===== src/rtl/ddr_req_arbiter_if.sv =====
// Bundles the two-requester command/response bus and the single-beat DDR
// (AW/W/AR/R) bus seen by ddr_req_arbiter. slave = arbiter side, master = requesters/DDR side.
interface ddr_req_arbiter_if #(
  parameter int ADDR_W = 32,
  parameter int DATA_W = 32
);
  logic [1:0]              cmd_valid;
  logic [1:0]              cmd_ready;
  logic [1:0]              cmd_we;
  logic [2*ADDR_W-1:0]     cmd_addr;
  logic [2*DATA_W-1:0]     cmd_wdata;
  logic [2*DATA_W/8-1:0]   cmd_wstrb;
  logic [1:0]              rsp_valid;
  logic [DATA_W-1:0]       rsp_rdata;

  logic [ADDR_W-1:0]       awaddr;
  logic                    awvalid;
  logic [7:0]              awlen;
  logic                    awready;
  logic [DATA_W-1:0]       wdata;
  logic [DATA_W/8-1:0]     wstrb;
  logic                    wvalid;
  logic                    wready;
  logic [ADDR_W-1:0]       araddr;
  logic                    arvalid;
  logic [7:0]              arlen;
  logic                    arready;
  logic [DATA_W-1:0]       rdata;
  logic                    rvalid;
  logic                    rready;
  logic                    ddr_ready;

  modport slave (
    input  cmd_valid, cmd_we, cmd_addr, cmd_wdata, cmd_wstrb,
    input  awready, wready, arready, rdata, rvalid, ddr_ready,
    output cmd_ready, rsp_valid, rsp_rdata,
    output awaddr, awvalid, awlen, wdata, wstrb, wvalid,
    output araddr, arvalid, arlen, rready
  );

  modport master (
    output cmd_valid, cmd_we, cmd_addr, cmd_wdata, cmd_wstrb,
    output awready, wready, arready, rdata, rvalid, ddr_ready,
    input  cmd_ready, rsp_valid, rsp_rdata,
    input  awaddr, awvalid, awlen, wdata, wstrb, wvalid,
    input  araddr, arvalid, arlen, rready
  );
endinterface


===== src/rtl/ddr_req_arbiter.sv =====
// Two-requester arbiter sharing one single-beat DDR port, one command in flight.
// Define DDR_ARB_FIXED_PRIO_EN for fixed priority (requester 0 wins); default is round-robin.
module ddr_req_arbiter #(
  parameter int ADDR_W = 32,
  parameter int DATA_W = 32
) (
  input logic              clk,
  input logic              rst,
  ddr_req_arbiter_if.slave bus
);
  localparam int STRB_W = DATA_W / 8;

  typedef enum logic [2:0] {
    S_IDLE,
    S_WRITE,
    S_READ_ADDR,
    S_READ_DATA,
    S_DONE
  } state_t;

  state_t              r_state;
  logic                r_owner;
  logic [ADDR_W-1:0]   r_addr;
  logic [DATA_W-1:0]   r_wdata;
  logic [STRB_W-1:0]   r_wstrb;
  logic                r_awvalid;
  logic                r_wvalid;
  logic                r_arvalid;
  logic                r_rready;
  logic [1:0]          r_rsp_valid;
  logic [DATA_W-1:0]   r_rsp_rdata;

  logic                w_grant_en;
  logic                w_gnt_idx;
  logic                w_gnt_we;
  logic [ADDR_W-1:0]   w_gnt_addr;
  logic [DATA_W-1:0]   w_gnt_wdata;
  logic [STRB_W-1:0]   w_gnt_wstrb;
  logic                w_aw_done;
  logic                w_w_done;

`ifdef DDR_ARB_FIXED_PRIO_EN
  assign w_gnt_idx = ~bus.cmd_valid[0];
`else
  logic r_last;
  assign w_gnt_idx = (&bus.cmd_valid) ? ~r_last : bus.cmd_valid[1];
`endif

  assign w_grant_en  = (r_state == S_IDLE) && bus.ddr_ready && (|bus.cmd_valid);
  assign w_gnt_we    = bus.cmd_we[w_gnt_idx];
  assign w_gnt_addr  = w_gnt_idx ? bus.cmd_addr[2*ADDR_W-1:ADDR_W]   : bus.cmd_addr[ADDR_W-1:0];
  assign w_gnt_wdata = w_gnt_idx ? bus.cmd_wdata[2*DATA_W-1:DATA_W] : bus.cmd_wdata[DATA_W-1:0];
  assign w_gnt_wstrb = w_gnt_idx ? bus.cmd_wstrb[2*STRB_W-1:STRB_W] : bus.cmd_wstrb[STRB_W-1:0];

  // A write channel counts as finished if it already dropped or handshakes this edge.
  assign w_aw_done = ~r_awvalid | bus.awready;
  assign w_w_done  = ~r_wvalid  | bus.wready;

  always_ff @(posedge clk or posedge rst) begin
    if (rst) begin
      r_state     <= S_IDLE;
      r_owner     <= 1'b0;
      r_addr      <= '0;
      r_wdata     <= '0;
      r_wstrb     <= '0;
      r_awvalid   <= 1'b0;
      r_wvalid    <= 1'b0;
      r_arvalid   <= 1'b0;
      r_rready    <= 1'b0;
      r_rsp_valid <= 2'b00;
      r_rsp_rdata <= '0;
`ifndef DDR_ARB_FIXED_PRIO_EN
      r_last      <= 1'b1;
`endif
    end else begin
      case (r_state)
        S_IDLE: begin
          if (w_grant_en) begin
            r_owner <= w_gnt_idx;
            r_addr  <= w_gnt_addr;
            r_wdata <= w_gnt_wdata;
            r_wstrb <= w_gnt_wstrb;
`ifndef DDR_ARB_FIXED_PRIO_EN
            r_last  <= w_gnt_idx;
`endif
            if (w_gnt_we) begin
              r_awvalid <= 1'b1;
              r_wvalid  <= 1'b1;
              r_state   <= S_WRITE;
            end else begin
              r_arvalid <= 1'b1;
              r_state   <= S_READ_ADDR;
            end
          end
        end
        S_WRITE: begin
          if (r_awvalid && bus.awready) r_awvalid <= 1'b0;
          if (r_wvalid && bus.wready)   r_wvalid  <= 1'b0;
          if (w_aw_done && w_w_done) begin
            r_rsp_valid <= r_owner ? 2'b10 : 2'b01;
            r_state     <= S_DONE;
          end
        end
        S_READ_ADDR: begin
          if (bus.arready) begin
            r_arvalid <= 1'b0;
            r_rready  <= 1'b1;
            r_state   <= S_READ_DATA;
          end
        end
        S_READ_DATA: begin
          if (bus.rvalid) begin
            r_rsp_rdata <= bus.rdata;
            r_rready    <= 1'b0;
            r_rsp_valid <= r_owner ? 2'b10 : 2'b01;
            r_state     <= S_DONE;
          end
        end
        S_DONE: begin
          r_rsp_valid <= 2'b00;
          r_state     <= S_IDLE;
        end
        default: r_state <= S_IDLE;
      endcase
    end
  end

  assign bus.cmd_ready = w_grant_en ? (w_gnt_idx ? 2'b10 : 2'b01) : 2'b00;
  assign bus.rsp_valid = r_rsp_valid;
  assign bus.rsp_rdata = r_rsp_rdata;
  assign bus.awaddr    = r_addr;
  assign bus.awvalid   = r_awvalid;
  assign bus.awlen     = 8'd0;
  assign bus.wdata     = r_wdata;
  assign bus.wstrb     = r_wstrb;
  assign bus.wvalid    = r_wvalid;
  assign bus.araddr    = r_addr;
  assign bus.arvalid   = r_arvalid;
  assign bus.arlen     = 8'd0;
  assign bus.rready    = r_rready;
endmodule


===== src/flat_wrapper.sv =====
// flat-port wrapper written by rule: the top's interface ports become plain ports
module ddr_req_arbiter_flat 
#(
  parameter int ADDR_W = 32,
  parameter int DATA_W = 32
)
  (clk, rst, bus_cmd_valid, bus_cmd_we, bus_cmd_addr, bus_cmd_wdata, bus_cmd_wstrb, bus_awready, bus_wready, bus_arready, bus_rdata, bus_rvalid, bus_ddr_ready, bus_cmd_ready, bus_rsp_valid, bus_rsp_rdata, bus_awaddr, bus_awvalid, bus_awlen, bus_wdata, bus_wstrb, bus_wvalid, bus_araddr, bus_arvalid, bus_arlen, bus_rready);
  ddr_req_arbiter_if #(.ADDR_W(ADDR_W), .DATA_W(DATA_W)) bus_i ();
  input logic clk;
  input logic rst;
  input wire logic [$bits(bus_i.cmd_valid)-1:0] bus_cmd_valid;
  input wire logic [$bits(bus_i.cmd_we)-1:0] bus_cmd_we;
  input wire logic [$bits(bus_i.cmd_addr)-1:0] bus_cmd_addr;
  input wire logic [$bits(bus_i.cmd_wdata)-1:0] bus_cmd_wdata;
  input wire logic [$bits(bus_i.cmd_wstrb)-1:0] bus_cmd_wstrb;
  input wire logic [$bits(bus_i.awready)-1:0] bus_awready;
  input wire logic [$bits(bus_i.wready)-1:0] bus_wready;
  input wire logic [$bits(bus_i.arready)-1:0] bus_arready;
  input wire logic [$bits(bus_i.rdata)-1:0] bus_rdata;
  input wire logic [$bits(bus_i.rvalid)-1:0] bus_rvalid;
  input wire logic [$bits(bus_i.ddr_ready)-1:0] bus_ddr_ready;
  output wire logic [$bits(bus_i.cmd_ready)-1:0] bus_cmd_ready;
  output wire logic [$bits(bus_i.rsp_valid)-1:0] bus_rsp_valid;
  output wire logic [$bits(bus_i.rsp_rdata)-1:0] bus_rsp_rdata;
  output wire logic [$bits(bus_i.awaddr)-1:0] bus_awaddr;
  output wire logic [$bits(bus_i.awvalid)-1:0] bus_awvalid;
  output wire logic [$bits(bus_i.awlen)-1:0] bus_awlen;
  output wire logic [$bits(bus_i.wdata)-1:0] bus_wdata;
  output wire logic [$bits(bus_i.wstrb)-1:0] bus_wstrb;
  output wire logic [$bits(bus_i.wvalid)-1:0] bus_wvalid;
  output wire logic [$bits(bus_i.araddr)-1:0] bus_araddr;
  output wire logic [$bits(bus_i.arvalid)-1:0] bus_arvalid;
  output wire logic [$bits(bus_i.arlen)-1:0] bus_arlen;
  output wire logic [$bits(bus_i.rready)-1:0] bus_rready;
  assign bus_i.cmd_valid = bus_cmd_valid;
  assign bus_i.cmd_we = bus_cmd_we;
  assign bus_i.cmd_addr = bus_cmd_addr;
  assign bus_i.cmd_wdata = bus_cmd_wdata;
  assign bus_i.cmd_wstrb = bus_cmd_wstrb;
  assign bus_i.awready = bus_awready;
  assign bus_i.wready = bus_wready;
  assign bus_i.arready = bus_arready;
  assign bus_i.rdata = bus_rdata;
  assign bus_i.rvalid = bus_rvalid;
  assign bus_i.ddr_ready = bus_ddr_ready;
  assign bus_cmd_ready = bus_i.cmd_ready;
  assign bus_rsp_valid = bus_i.rsp_valid;
  assign bus_rsp_rdata = bus_i.rsp_rdata;
  assign bus_awaddr = bus_i.awaddr;
  assign bus_awvalid = bus_i.awvalid;
  assign bus_awlen = bus_i.awlen;
  assign bus_wdata = bus_i.wdata;
  assign bus_wstrb = bus_i.wstrb;
  assign bus_wvalid = bus_i.wvalid;
  assign bus_araddr = bus_i.araddr;
  assign bus_arvalid = bus_i.arvalid;
  assign bus_arlen = bus_i.arlen;
  assign bus_rready = bus_i.rready;
  ddr_req_arbiter #(.ADDR_W(ADDR_W), .DATA_W(DATA_W)) u_core (.clk(clk), .rst(rst), .bus(bus_i));
endmodule

===== config.mk =====
export PLATFORM = sky130hd
export DESIGN_NAME = ddr_req_arbiter_flat
export DESIGN_NICKNAME = d
export VERILOG_FILES = /design/src/rtl/ddr_req_arbiter_if.sv /design/src/rtl/ddr_req_arbiter.sv /design/src/flat_wrapper.sv
export SDC_FILE = /design/constraint.sdc
export NUM_CORES = 1
export LEC_CHECK = 0
export BUFFER_PORTS_ARGS = -buffer_cell sky130_fd_sc_hd__buf_4
export CELL_PAD_IN_SITES_DETAIL_PLACEMENT = 0
export CELL_PAD_IN_SITES_GLOBAL_PLACEMENT = 1
export CORE_MARGIN = 3
export CORE_UTILIZATION = 30
export CTS_CLUSTER_SIZE = 28
export DETAILED_ROUTE_END_ITERATION = 7
export GPL_ROUTABILITY_DRIVEN = 0
export PLACE_DENSITY_LB_ADDON = 0.1
export SYNTH_ARGS = -nofsm -noshare
export SYNTH_HDL_FRONTEND = slang
export SYNTH_SLANG_ARGS = --single-unit

===== constraint.sdc =====
create_clock -name clk -period 3.4 [get_ports clk]
set_input_delay 0.17 -clock clk [delete_from_list [all_inputs] [get_ports clk]]
set_output_delay 0.17 -clock clk [all_outputs]
set_load 0.05 [all_outputs]

==> summary.txt, run 1 <==
Synth
  • Area leader, netlist: dfrtp_1
  • FF+latch count, synth: 111
  • Main synth FF type: dfrtp_1
  • Simple-gate area share of the yosys netlist: between 10% and 20%
  • Synth Cell Area: roughly 5300 um^2
  • Multiplexer share of the synthesized area: between 6 and 7%
  • Post-synthesis adder-cell area fraction: 0%
  • Top cell type's share of synthesized area: a little over half
  • Async S/R FF share, synth: between 90% and 100%
  • Top-count cell post-synth: nand2_1
  • Top post-synthesis cells by count: nand2_1 (142), dfrtp_1 (110), nor2_1 (72), a31oi_1 (68), buf_4 (49)
  • Seq/Total Area, Yosys: between 50% and 60%
  • Main area contributors after synthesis: dfrtp_1 (52%), nand2_1 (10%), a31oi_1 (8.1%), buf_4 (7.0%), mux2_2 (6.8%)
  • Synth Area per Inst: approximately 9.6 um^2
  • Post-synthesis cell type count: 35
  • Post-Synthesis Cells: ~550
  • Largest family of logic cells by synthesized area: simple AND/OR/NAND/NOR gates
  • Post-Synth XOR/XNOR Area: 0%
  • Ys Warns: 0
  • Number of flops mapped to enable cells by yosys: 0
  • Synth Area in Compound Gates: approximately an eighth

Outcome
  • Violated checks: negative hold slack
  • Status: finished with violations

Die
  • Initial Utilization: between 30 and 40%
  • Top Ports: approximately 340
  • Die Span Y: between 100 and 150 um
  • Die ar.: ~19000 um^2
  • Core ar.: 16880 um^2
  • Num rows: between 40 and 50
  • Die X: roughly 140 um

Clocking
  • Post-cts resize count: 0
  • Htree depth: 3
  • Cts hold-fix bufs: 0
  • Clock tree buffer depth: 2
  • Clock sinks: ~110
  • CTS tree: yes
  • Clock root cell: clkbuf_16
  • Worst-skew pair later-pin latency: ~340 ps
  • Clock-pin slew on the worst setup and hold paths: about 70 ps
  • Number of CTS-inserted buffers: 9
  • Setup repair bufs after CTS: 0

Drt
  • Final WL: around 17000 um
  • Vias: ~4700
  • Number of DRC markers in iteration 0: ~220
  • Routed Antenna Nets: 0
  • Drt drc: 0
  • Drt via density: around 4.5
  • Pre-antenna DRT Iters: 4
  • Avg WL per Cell: 16.22 um

STA
  • Slew @ Worst Pin: between 800 and 900 ps
  • Clock Skews: 7.138 ps
  • Unrepaired setup endpoints after global routing: false
  • Final setup fails: 0
  • Fmax: between 400 and 500 MHz
  • Slew Limit Headroom: between 40% and 50%
  • Setup TNS: 0 ps
  • WHS: -31.74 ps
  • Setup WS post-layout: between 1000 and 1500 ps
  • Period utilization: just under 70%
  • Slew Viols, Final: 0
  • Final hold vios: 15
  • Post-layout min period: 2286 ps

Layout
  • Area delta synth->final: 47.73%
  • Share of layout cells above drive strength 1: 46.34%
  • Ant diodes: 0
  • Fillers: 1657
  • Final nets: a little under 1000

Place
  • Worst slack, placed: between 1000 and 1500 ps
  • Post-DP HPWL: approximately 13000 um
  • Port buffer count: around 320

Power
  • Leak pwr: 0.003851 uW
  • Worst vdd ir: approximately 0.00067 V
  • PD cells: around 1200 nW/um^2

Critical path
  • CP max stage delay: slightly below 500 ps
  • CP endpoint kind: output port
  • Reg2reg end: u_core.bus.araddr[21]
  • Reg2Reg Depth: 5
  • Worst path top cell family by delay: simple AND/OR/NAND/NOR gates
  • WP buf/inv: 1
  • Slowest-stage cell, CP: dfrtp_1
  • R2r setup slk: roughly 1300 ps
  • Worst r2r src: u_core.r_state[0]
  • Crit path kind: register to output port
  • Crit path arrival time: 2120 ps
  • Critical path cell sequence: nor4b_2 > o21ai_0 > nor2_1 > buf_4
  • Startpoint types: register
  • Crit path max fanout: 11
  • Data required, critical path: roughly 3200 ps

Global routing
  • All-Layer GR Usage: 17.13%
  • Congestion Overflow GR: 0
  • Largest net degree at the start of global routing: 73
  • First-pass GRT wire length: 26150 um
  • Initial antenna violation count: 0
  • Number of global-route vias before repair: roughly 4700

Min path
  • Hold WC Path Type: input port to asynchronous set/reset pin

Flow run
  • Max-Cap Viols: 0
[logic make-up after synthesis]
logic type	Yosys count
muxes	32
buffers and inverters	89
and+or+nand+nor	224
AOI/OAI and AO/OA	91
other	1
DFF	111
[placed cells by master, fill, tap and decap left out, drive strengths merged, types with 2 or more instances in the layout]
cell type    n
nor2        72
buf        324
nand3        2
mux2        32
nand2      142
nand2b       3
nor2b        2
clkinv       4
a31oi       70
a21o         6
a21oi        2
clkbuf       9
dfrtp      110
inv          8
conb        16
[report_power, final]
group | switching, uW | total (uW) | internal, uW
Sequential | 468 | 2450 | 1980
Combinational | 4020 | 5760 | 1740
Clock | 490 | 1060 | 573
Total | 4980 | 9270 | 4290
[cell type report]
cell class / count / area, um^2 / share of cell area, %
clock buffers: 9 / 225.2 / 2.898
clock inverters: 6 / 70.07 / 0.9015
inverters: 7 / 28.78 / 0.3703
multi-input cells: 363 / 1924 / 24.76
flip-flops and latches: 111 / 2779 / 35.75
well taps: 220 / 275.3 / 3.542
repair buffers: 324 / 2470 / 31.78
[sequential cells by signal (all words and copies together) (netlist names), 2 cells and up]
register	flops
u_core.bus.wdata	32
u_core.bus.rsp_valid	2
u_core.bus.araddr	32
u_core.bus.wstrb	4
u_core.r_state	3
u_core.bus.rsp_rdata	32
[per-stage QoR]
stage	cell area, um^2	power, uW	instances	util (%)	hold slack (ps)
after floorplan	5318	6752	563	-	317.7
after global placement	7477	8244	1025	44.30	392.0
after detailed placement	7477	8301	1025	44.30	398.4
after CTS	7772	9387	1040	46.05	13.81
after global routing	7772	9763	1040	46.05	29.02
final	7772	9271	1040	46.05	-31.74
[worst max path at each step]
stage	from	endpoint	slack (ps)	cells after the start
after floorplan	rst	u_core.bus.araddr[0]	300	1
after global placement	u_core.r_state[0]	u_core.bus.araddr[1]	1400	5
after detailed placement	u_core.r_state[0]	u_core.bus.araddr[21]	1280	5
after CTS	u_core.r_state[0]	bus_cmd_ready[1]	1070	4
after global routing	u_core.r_state[0]	bus_cmd_ready[1]	850	4
final	u_core.r_state[0]	bus_cmd_ready[1]	1110	4
[layer usage]
metal	global-route usage (%)	up-vias	part of all wire, %
met1	20.07	2171	39
li1	-	2311	-
met3	6.354	20	9.8
met5	0	-	0
met2	29.09	226	50
met4	5.772	0	1.8
(Power assumes the default switching activity.)
==> run 2, diff against run 1 <==
- CORE_UTILIZATION: 30 -> 27
- clock period: 3.4 -> 2.1 ns (I/O delays scaled with it)
==> run 2 against run 1 <==
Highest routed layer unchanged. Largest cell class is now non-clock buffers. Sequential power increased by 61%. Total power rose by 65%. Sequential share of layout area fell by 4.5 points. Routed wire length increased by 6.4%. Clock power up 68%. Largest power group unchanged. Die area grew 11%. The flow now finishes without violations.
==> summary.txt, run 2 (synthesis results as in run 1) <==
Min path
  • Min-delay src: bus_cmd_addr[34]
  • Hold depth: 3
  • Hold Path End: u_core.bus.araddr[2]
  • Hold WC Path Type: input port to register

Drt
  • Routed Antenna Nets: 0 (unchanged)
  • Pre-antenna DRT Iters: 4 (unchanged)
  • Drt drc: 0 (unchanged)
  • Final WL: 17950 um (+6.4%)
  • Number of DRC markers in iteration 0: 145 (-35%)
  • Vias: 5078 (+7.4%)
  • Avg WL per Cell: 15.17 um (-6.4%)
  • Drt via density: 4.292 (-5.6%)

Critical path
  • Worst path top cell family by delay: simple AND/OR/NAND/NOR gates
  • Reg2reg end: u_core.bus.wdata[18]
  • Crit path kind: register to output port
  • R2r setup slk: 460 ps (-830 ps)
  • Reg2Reg Depth: 5 (unchanged)
  • WP buf/inv: 1 (unchanged)
  • Critical path cell sequence: nor4b_4 > o21ai_1 > nor2_2 > buf_4
  • Worst r2r src: u_core.r_state[1]
  • Data required, critical path: 2000 ps (-1230 ps)
  • Slowest-stage cell, CP: dfrtp_1
  • Crit path arrival time: 1840 ps (-280 ps)
  • Startpoint types: register
  • CP max stage delay: 480 ps (about the same)
  • CP endpoint kind: output port
  • Crit path max fanout: 8 (-3)

Die
  • Core ar.: 18890 um^2 (+12%)
  • Die X: 145.6 um (+5.2%)
  • Initial Utilization: 27.85% (-3.3 points)
  • Num rows: 50 (+6.4%)
  • Die ar.: 21200 um^2 (+11%)
  • Die Span Y: 145.6 um (+5.2%)
  • Top Ports: 335 (unchanged)

Global routing
  • Congestion Overflow GR: 0 (unchanged)
  • First-pass GRT wire length: 27900 um (+6.7%)
  • Initial antenna violation count: 0 (unchanged)
  • All-Layer GR Usage: 16.31% (-0.82 points)
  • Largest net degree at the start of global routing: 69 (-5.5%)
  • Number of global-route vias before repair: 5306 (+14%)

Layout
  • Area delta synth->final: 69.04%
  • Area of the multi-input gates: 1936 um^2 (+0.59%)
  • Final core utilization: 47.07% (+1.0 points)
  • Ant diodes: 0 (unchanged)
  • Fillers: 1824 (+10%)
  • Commonest cells after routing, fill and taps aside: buf_4 (323), nand2_1 (142), dfrtp_1 (110)
  • Final nets: 1097 (+10%)
  • Share of layout cells above drive strength 1: 41.93% (-4.4 points)
  • Commonest non-fill, non-tap cell in the layout: buf_4
  • FF+latch area: 2779 um^2 (unchanged)

STA
  • Final hold vios: 0 (-15)
  • Unrepaired setup endpoints after global routing: false
  • Slew @ Worst Pin: 768.4 ps (-56.66 ps)
  • Slew Limit Headroom: 48.67% (+3.7 points)
  • Period utilization: between 90% and 100%
  • Setup TNS: 0 ps (unchanged)
  • Fmax: just over 500 MHz
  • Clock Skews: 9.281 ps (+2.144 ps)
  • Final setup fails: 0 (unchanged)
  • Post-layout min period: approximately 1900 ps
  • Slew Viols, Final: 0 (unchanged)

Clocking
  • Clock tree buffer depth: 2 (unchanged)
  • Htree depth: 3 (unchanged)
  • CTS tree: yes
  • Clock sinks: 111 (unchanged)
  • Clock root cell: clkbuf_16
  • Clock-pin slew on the worst setup and hold paths: 80 ps (about the same)
  • Worst-skew pair later-pin latency: 350 ps (about the same)
  • Setup repair bufs after CTS: 0 (unchanged)
  • Number of CTS-inserted buffers: 9 (unchanged)

Outcome
  • Status: completed

Power
  • PD cells: 1722 nW/um^2 (+44%)
  • Worst vdd ir: 0.0009981 V (+49%)
  • Leak pwr: 0.004297 uW (+12%)

Place
  • Port buffer count: 318 (unchanged)
  • Post-DP HPWL: 13000 um (+0.57%)

Flow run
  • Max-Cap Viols: 0 (unchanged)
run 2: metrics by stage:
step	cell area, um^2	std cells	power (uW)	hold WS (ps)	setup WS (ps)
2_1_floorplan	5321	563	10930	252.7	164.0
5_1_grt	8894	1183	16150	1.972	19.45
3_3_place_gp	7604	1070	13410	272.5	369.7
3_5_place_dp	7604	1070	13510	287.9	307.7
6_report	8894	1183	15320	12.99	155.1
4_1_cts	8882	1183	15490	0.2578	2.648
run 2: worst max path at each step:
stage | from | endpoint | slack [ps] | depth (start not counted)
finish | u_core.r_state[1] | bus_cmd_ready[1] | 160 | 4
floorplan | u_core.r_state[1] | u_core.r_owner | 160 | 4
global route | u_core.r_state[1] | bus_cmd_ready[1] | 20 | 4
CTS | u_core.r_state[1] | bus_cmd_ready[1] | 3 | 4
global placement | u_core.r_state[1] | bus_cmd_ready[1] | 370 | 4
detailed placement | u_core.r_state[1] | bus_cmd_ready[1] | 310 | 4
run 2: repair_timing:
action	CTS	global route
gates resized for setup	1	2
endpoints found under the setup margin	1	2
hold buffers	97	0
hold endpoints to repair	106	0
run 2: power by group:
group | total (uW) | switching (uW) | internal (uW) | leakage (uW)
sequential | 3940 | 734 | 3210 | 0.00128
combinational | 9600 | 6610 | 2990 | 0.00287
clock | 1780 | 816 | 966 | 0.000149
run 2: area by class of cell:
class / count / area share (%)
Multi-Input combinational cell: 363 / 21.76
Tap cell: 260 / 3.658
Timing Repair Buffer: 426 / 39.53
Sequential cell: 111 / 31.25
Inverter: 7 / 0.3376
Clock buffer: 10 / 2.687
Clock inverter: 6 / 0.7738
run 2: routing by layer:
metal | part of all wire [%] | wire (um) | vias up | global-route usage [%]
met4 | 1.7 | 304 | 0 | 5.983
li1 | - | - | 2511 | -
met1 | 38 | 6833 | 2340 | 17.28
met2 | 52 | 9309 | 209 | 29.87
met3 | 8.4 | 1503 | 18 | 5.730
met5 | 0 | 0 | - | 0
run 2: tightest hold or removal path: cells and delay by family:
family,cells,cell delay [ps]
buffers and inverters,1,110
AO/OA/AOI/OAI,1,70
AND/OR/NAND/NOR,1,50
